**src/rtl/regfile_dbg_pkg.sv**
```systemverilog
// Shared types and default sizes for the register-file debug master.
// No logic of its own; latency n/a.
// Backpressure n/a.
package regfile_dbg_pkg;

  localparam int XLEN_DEF = 32;
  localparam int NREG_DEF = 32;

  // Command opcodes as they appear on cmd_op
  typedef enum logic [1:0] {
    OP_READ  = 2'b00,
    OP_WRITE = 2'b01,
    OP_CLEAR = 2'b10,
    OP_DUMP  = 2'b11
  } op_e;

  // Sequencer states; anything other than S_IDLE owns the register-file ports
  typedef enum logic [2:0] {
    S_IDLE,
    S_WR,
    S_CLR,
    S_RD,
    S_RSP
  } state_e;

endpackage

```
**src/rtl/regfile_dbg_master.sv**
```systemverilog
// Debug/test initiator driving the register-file write port and one read port from commands.
// Latency: WRITE 1 cycle, READ 2 cycles min, CLEAR NREG-1 cycles, DUMP 2*NREG cycles min.
// Backpressure: one command in flight, cmd_ready only in IDLE; rsp held stable until rsp_ready.
module regfile_dbg_master
  import regfile_dbg_pkg::*;
#(
  parameter int  XLEN = XLEN_DEF,
  parameter int  NREG = NREG_DEF,
  localparam int AW   = $clog2(NREG)
) (
  input  logic            clk,
  input  logic            rst_n,
  input  logic            cmd_valid,
  output logic            cmd_ready,
  input  logic [1:0]      cmd_op,
  input  logic [AW-1:0]   cmd_addr,
  input  logic [XLEN-1:0] cmd_wdata,
  output logic            rsp_valid,
  input  logic            rsp_ready,
  output logic [AW-1:0]   rsp_addr,
  output logic [XLEN-1:0] rsp_data,
  output logic            rf_own,
  output logic            rf_we,
  output logic [AW-1:0]   rf_wa,
  output logic [XLEN-1:0] rf_wd,
  output logic [AW-1:0]   rf_ra,
  input  logic [XLEN-1:0] rf_rd
);

  localparam logic [AW-1:0] LAST_IDX = AW'(NREG - 1);
  localparam logic [AW-1:0] ONE_IDX  = AW'(1);

  state_e          state_q;
  logic [AW-1:0]   idx_q;
  logic            dump_q;
  logic            live_q;     // low during reset so cmd_ready reads 0 until the first clean cycle
  logic [AW-1:0]   wa_q;
  logic [XLEN-1:0] wd_q;
  logic [AW-1:0]   rsp_addr_q;
  logic [XLEN-1:0] rsp_data_q;

  // Sequencer: state, index counter, latched write command and response capture
  always_ff @(posedge clk) begin
    if (!rst_n) begin
      state_q    <= S_IDLE;
      idx_q      <= '0;
      dump_q     <= 1'b0;
      live_q     <= 1'b0;
      wa_q       <= '0;
      wd_q       <= '0;
      rsp_addr_q <= '0;
      rsp_data_q <= '0;
    end else begin
      live_q <= 1'b1;
      case (state_q)
        S_IDLE: begin
          if (cmd_valid && cmd_ready) begin
            case (op_e'(cmd_op))
              OP_READ: begin
                state_q <= S_RD;
                idx_q   <= cmd_addr;
                dump_q  <= 1'b0;
              end
              OP_WRITE: begin
                state_q <= S_WR;
                wa_q    <= cmd_addr;
                wd_q    <= cmd_wdata;
              end
              OP_CLEAR: begin
                state_q <= S_CLR;
                idx_q   <= ONE_IDX;
              end
              default: begin
                state_q <= S_RD;
                idx_q   <= '0;
                dump_q  <= 1'b1;
              end
            endcase
          end
        end
        S_WR: begin
          state_q <= S_IDLE;
        end
        S_CLR: begin
          idx_q <= idx_q + ONE_IDX;
          if (idx_q == LAST_IDX) begin
            state_q <= S_IDLE;
          end
        end
        S_RD: begin
          // x0 reads as zero regardless of what the register file returns
          rsp_addr_q <= idx_q;
          rsp_data_q <= (idx_q == '0) ? '0 : rf_rd;
          state_q    <= S_RSP;
        end
        S_RSP: begin
          if (rsp_ready) begin
            if (!dump_q || idx_q == LAST_IDX) begin
              state_q <= S_IDLE;
            end else begin
              idx_q   <= idx_q + ONE_IDX;
              state_q <= S_RD;
            end
          end
        end
        default: begin
          state_q <= S_IDLE;
        end
      endcase
    end
  end

  // Output decode; unused port fields are driven to zero
  always_comb begin
    cmd_ready = (state_q == S_IDLE) && live_q;
    rsp_valid = (state_q == S_RSP);
    rf_own    = (state_q != S_IDLE);
    rsp_addr  = rsp_addr_q;
    rsp_data  = rsp_data_q;
    rf_we     = 1'b0;
    rf_wa     = '0;
    rf_wd     = '0;
    rf_ra     = '0;
    case (state_q)
      S_WR: begin
        // writes to x0 are silently dropped
        if (wa_q != '0) begin
          rf_we = 1'b1;
          rf_wa = wa_q;
          rf_wd = wd_q;
        end
      end
      S_CLR: begin
        rf_we = 1'b1;
        rf_wa = idx_q;
      end
      S_RD: begin
        rf_ra = idx_q;
      end
      default: begin
        rf_we = 1'b0;
      end
    endcase
  end

endmodule
```
**config.mk**
```make
export PLATFORM = sky130hd
export DESIGN_NAME = regfile_dbg_master
export DESIGN_NICKNAME = d
export VERILOG_FILES = /design/src/rtl/regfile_dbg_pkg.sv /design/src/rtl/regfile_dbg_master.sv
export SDC_FILE = /design/constraint.sdc
export NUM_CORES = 1
export LEC_CHECK = 0
export ABC_AREA = 1
export CORE_MARGIN = 1
export CORE_UTILIZATION = 46
export CTS_BUF_LIST = sky130_fd_sc_hd__clkbuf_4 sky130_fd_sc_hd__clkbuf_8 sky130_fd_sc_hd__clkbuf_16
export DETAILED_ROUTE_END_ITERATION = 8
export PLACE_DENSITY_LB_ADDON = 0.08
export SKIP_CTS_REPAIR_TIMING = 1
export SYNTH_ARGS = -nofsm -noshare
export SYNTH_HDL_FRONTEND = slang
export SYNTH_SLANG_ARGS = --single-unit
```
**constraint.sdc**
```tcl
create_clock -name clk -period 4.66 [get_ports clk]
set_input_delay 0.699 -clock clk [delete_from_list [all_inputs] [get_ports clk]]
set_output_delay 0.699 -clock clk [all_outputs]
set_load 0.005 [all_outputs]
```
==> impl_metrics.xml <==
<?xml version="1.0" encoding="UTF-8"?>
<metrics>
  <group name="floorplanning">
    <metric name="initial_utilization" unit="">0.477</metric>
    <metric name="fp.dieH" unit="µm">91.5</metric>
    <metric name="boundaryPins" unit="">158</metric>
    <metric name="die-width" unit="µm">91.5</metric>
    <metric name="fp-row-count" unit="">32</metric>
    <metric name="design.die.area" unit="mm²">0.00837</metric>
    <metric name="core_area" unit="mm²">0.00773</metric>
  </group>
  <group name="clocking">
    <metric name="cts_root_buffer" unit="">sky130_fd_sc_hd__clkbuf_8</metric>
    <metric name="clk_path_buf_depth" unit="">2</metric>
    <metric name="cts_inserted_buffers" unit="">9</metric>
    <metric name="tritoncts" unit="">yes</metric>
    <metric name="worst_setup_hold_path_clk_slew" unit="ns">0.09</metric>
    <metric name="tritoncts_num_sinks" unit="">84</metric>
    <metric name="clock_latency" unit="ns">0.35</metric>
    <metric name="htreeDepth" unit="">3</metric>
  </group>
  <group name="synth">
    <metric name="yosysSeqAreaShare" unit="">0.456</metric>
    <metric name="ys_seq_elements" unit="">84</metric>
    <metric name="synth_area" unit="mm²">0.00368</metric>
    <metric name="synth-warning-count" unit="">0</metric>
    <metric name="asyncSetResetFlopFracSynth" unit="">0</metric>
    <metric name="synth_nets" unit="">610</metric>
    <metric name="synth.lib_cells_used.distinct" unit="">25</metric>
    <metric name="postSynthAreaPerCell" unit="µm²">6.98</metric>
    <metric name="synthFlopType" unit="">sky130_fd_sc_hd__dfxtp_1</metric>
    <metric name="cells_after_synth" unit="">528</metric>
    <metric name="synth-edff-count" unit="">0</metric>
  </group>
  <group name="final_layout">
    <metric name="final_layout_size_suffix_gt1_frac" unit="">0.0459</metric>
    <metric name="layout.core_utilization" unit="">0.715</metric>
    <metric name="layout_stage_area_growth_over_the_synthesis_result" unit="%">49.9</metric>
    <metric name="final_cell_mix" unit="">sky130_fd_sc_hd__clkdlybuf4s50_1 (156), sky130_fd_sc_hd__nor2_1 (155), sky130_fd_sc_hd__dfxtp_1 (84)</metric>
    <metric name="count_of_antenna_diodes_in_the_layout" unit="">0</metric>
    <metric name="layout.nets" unit="">752</metric>
    <metric name="fill_cell_count" unit="">626</metric>
    <metric name="final_common_cell" unit="">sky130_fd_sc_hd__clkdlybuf4s50_1</metric>
  </group>
  <group name="pwr">
    <metric name="power.ir.vdd_worst" unit="mV">0.283</metric>
    <metric name="power.switching_fraction" unit="">0.331</metric>
    <metric name="power.share.clock" unit="">0.300</metric>
    <metric name="comb_power_share" unit="">0.309</metric>
    <metric name="power.sequential.fraction" unit="">0.392</metric>
    <metric name="p_sw" unit="µW">724</metric>
    <metric name="power_leakage" unit="nW">2.14</metric>
    <metric name="power.internal" unit="mW">1.47</metric>
    <metric name="power_per_cell_area" unit="mW/mm²">397</metric>
  </group>
  <group name="timing">
    <metric name="setup_repair_after_global_routing_missed_its_margin" unit="">false</metric>
    <metric name="setup-tns-final" unit="ns">0</metric>
    <metric name="fin_hold_ws" unit="ns">0.473</metric>
    <metric name="final.setup_skew" unit="ns">0.00848</metric>
    <metric name="number_of_endpoints_with_negative_hold_slack_in_the_final_report" unit="">0</metric>
    <metric name="final_min_period_over_clock_period" unit="">0.677</metric>
    <metric name="timing.final.max_slew_violations" unit="">0</metric>
    <metric name="relSlewSlack" unit="">0.203</metric>
    <metric name="clock.fmax" unit="MHz">317</metric>
    <metric name="post-route-min-period" unit="ns">3.16</metric>
    <metric name="max_slew.worst_pin.slew" unit="ns">1.19</metric>
    <metric name="setup-violations-final" unit="">0</metric>
  </group>
  <group name="global_route">
    <metric name="grt_antenna_before_repair" unit="">0</metric>
    <metric name="grt.overflow.total" unit="">0</metric>
    <metric name="grt_pass1_vias" unit="">3634</metric>
    <metric name="gr-max-usage-layer" unit="">met2</metric>
    <metric name="globalRouteMet3Util" unit="">0.0704</metric>
    <metric name="grt_util_met1" unit="">0.300</metric>
    <metric name="pin_count_of_the_biggest_net_entering_global_routing" unit="">52</metric>
    <metric name="grt_pass1_wl" unit="µm">16500</metric>
    <metric name="globalRouteMet2Util" unit="">0.386</metric>
    <metric name="global_route.usage.total" unit="">0.245</metric>
  </group>
  <group name="placement">
    <metric name="place.port_buffers" unit="">157</metric>
    <metric name="placer_congestion" unit="">0.824</metric>
    <metric name="dp_hpwl" unit="µm">6910</metric>
  </group>
  <group name="worst_setup_path">
    <metric name="number_of_cells_on_the_worst_reg_to_reg_path" unit="">7</metric>
    <metric name="startpoint_class_of_the_critical_path" unit="">flip-flop</metric>
    <metric name="startpoint_of_the_most_critical_setup_path" unit="">wa_q[3]$_SDFFE_PN0P_</metric>
    <metric name="critPathCaptureType" unit="">primary output</metric>
    <metric name="r2r_slack" unit="ns">2.40</metric>
    <metric name="cp.arrival" unit="ns">2.46</metric>
    <metric name="worstPathRequired" unit="ns">3.96</metric>
    <metric name="reg2reg_to" unit="">wd_q[23]$_SDFFE_PN0P_</metric>
    <metric name="worst-setup-path-type" unit="">flip-flop to primary output</metric>
    <metric name="path_max_fanout" unit="">24</metric>
    <metric name="rr_startpoint" unit="">state_q[1]$_SDFFE_PN0P_</metric>
    <metric name="crit_path_end" unit="">rf_wd[3]</metric>
  </group>
  <group name="hold_path">
    <metric name="hold_crit_path_type" unit="">flip-flop to flip-flop</metric>
  </group>
  <group name="detailed_routing">
    <metric name="number_of_drc_violations_after_detailed_routing" unit="">0</metric>
    <metric name="number_of_detailed_route_iterations_in_the_first_pass" unit="">4</metric>
    <metric name="routedWlPerCell" unit="µm">13.0</metric>
    <metric name="vias_per_cell" unit="">4.98</metric>
    <metric name="num_vias" unit="">3869</metric>
    <metric name="drt.antenna.violating_nets" unit="">0</metric>
    <metric name="drt_iter0_drc" unit="">158</metric>
    <metric name="finalWirelength" unit="µm">10100</metric>
  </group>
  <group name="status">
    <metric name="status" unit="">completed</metric>
  </group>
  <group name="run">
    <metric name="maxCapViolCount" unit="">0</metric>
  </group>
</metrics>
flip-flops by register name, summed over array words and instances, names as in the netlist:
| register | cells |
|---|---|
| rsp_addr | 5 |
| wd_q | 32 |
| idx_q | 5 |
| live_q | 1 |
| wa_q | 5 |
| dump_q | 1 |
| rsp_data | 32 |
| state_q | 3 |
cells by family after synthesis:
family	after synthesis	share of synthesized area
buf+inv	93	0.108
simple gates	218	0.238
fa+ha+maj	7	0.0238
compound gates	126	0.174
flops	84	0.456
through the flow:
stage	worst slack, ns	std cells	total power, mW	instance area, µm²
global placement	1.86	761	1.53	5270
finish	1.50	777	2.19	5520
detailed placement	1.79	761	1.54	5270
floorplan	2.72	528	1.27	3680
CTS	1.47	777	2.20	5520
global route	1.31	777	2.32	5520
cell type report:
type | instances | area (µm²) | share of cell area
Clock inverter | 5 | 106 | 0.0193
Clock buffer | 11 | 151 | 0.0274
Tap cell | 102 | 128 | 0.0231
Inverter | 63 | 236 | 0.0428
Timing Repair Buffer | 161 | 1600 | 0.289
Multi-Input combinational cell | 351 | 1620 | 0.294
Sequential cell | 84 | 1680 | 0.304
power groups by stage:
stage	clock [mW]	sequential, mW	combinational (mW)
global route	0.696	0.871	0.755
CTS	0.666	0.858	0.673
floorplan	0	0.863	0.404
detailed placement	0	0.874	0.668
finish	0.657	0.858	0.676
global placement	0	0.870	0.658
critical path: stages, from the launching register on:
cell and delay (ns):
sky130_fd_sc_hd__dfxtp_1 0.32, sky130_fd_sc_hd__inv_1 0.07, sky130_fd_sc_hd__nand3_1 0.12, sky130_fd_sc_hd__o31ai_4 0.78
sky130_fd_sc_hd__buf_4 0.31, sky130_fd_sc_hd__nor2_1 0.06, sky130_fd_sc_hd__clkdlybuf4s50_1 0.44
cell usage after synthesis (2+ instances only):
cell	count	share of area
sky130_fd_sc_hd__o21ai_1	30	0.041
sky130_fd_sc_hd__nand2_1	41	0.042
sky130_fd_sc_hd__buf_6	3	0.0092
sky130_fd_sc_hd__nand2_2	2	0.0034
sky130_fd_sc_hd__o22ai_1	3	0.0051
sky130_fd_sc_hd__nor2_1	155	0.16
sky130_fd_sc_hd__nand3_1	12	0.016
sky130_fd_sc_hd__a21oi_1	43	0.058
sky130_fd_sc_hd__clkbuf_1	14	0.014
sky130_fd_sc_hd__buf_4	4	0.0081
sky130_fd_sc_hd__dfxtp_1	84	0.46
sky130_fd_sc_hd__nand4_1	2	0.0034
sky130_fd_sc_hd__inv_1	62	0.063
sky130_fd_sc_hd__o21ai_0	48	0.065
sky130_fd_sc_hd__buf_2	9	0.012
sky130_fd_sc_hd__ha_1	7	0.024
metal layers:
layer / vias to the layer above / routed length (µm)
li1: 1937 / -
met1: 1757 / 4300
met2: 143 / 4550
met3: 32 / 864
met4: 0 / 378
met5: - / 0
worst min path at each step:
stage | start | end | slack, ns | depth (start not counted)
finish | rsp_addr[1]$_SDFFE_PN0N_ | rsp_addr[1]$_SDFFE_PN0N_ | 0.47 | 2
global route | rsp_addr[1]$_SDFFE_PN0N_ | rsp_addr[1]$_SDFFE_PN0N_ | 0.50 | 2
CTS | rsp_addr[0]$_SDFFE_PN0N_ | rsp_addr[0]$_SDFFE_PN0N_ | 0.48 | 2
detailed placement | rsp_addr[0]$_SDFFE_PN0N_ | rsp_addr[0]$_SDFFE_PN0N_ | 0.46 | 2
global placement | rsp_addr[1]$_SDFFE_PN0N_ | rsp_addr[1]$_SDFFE_PN0N_ | 0.45 | 2
floorplan | dump_q$_SDFFE_PN0P_ | dump_q$_SDFFE_PN0P_ | 0.45 | 2
Note: power is estimated with default switching activity, not from simulation.
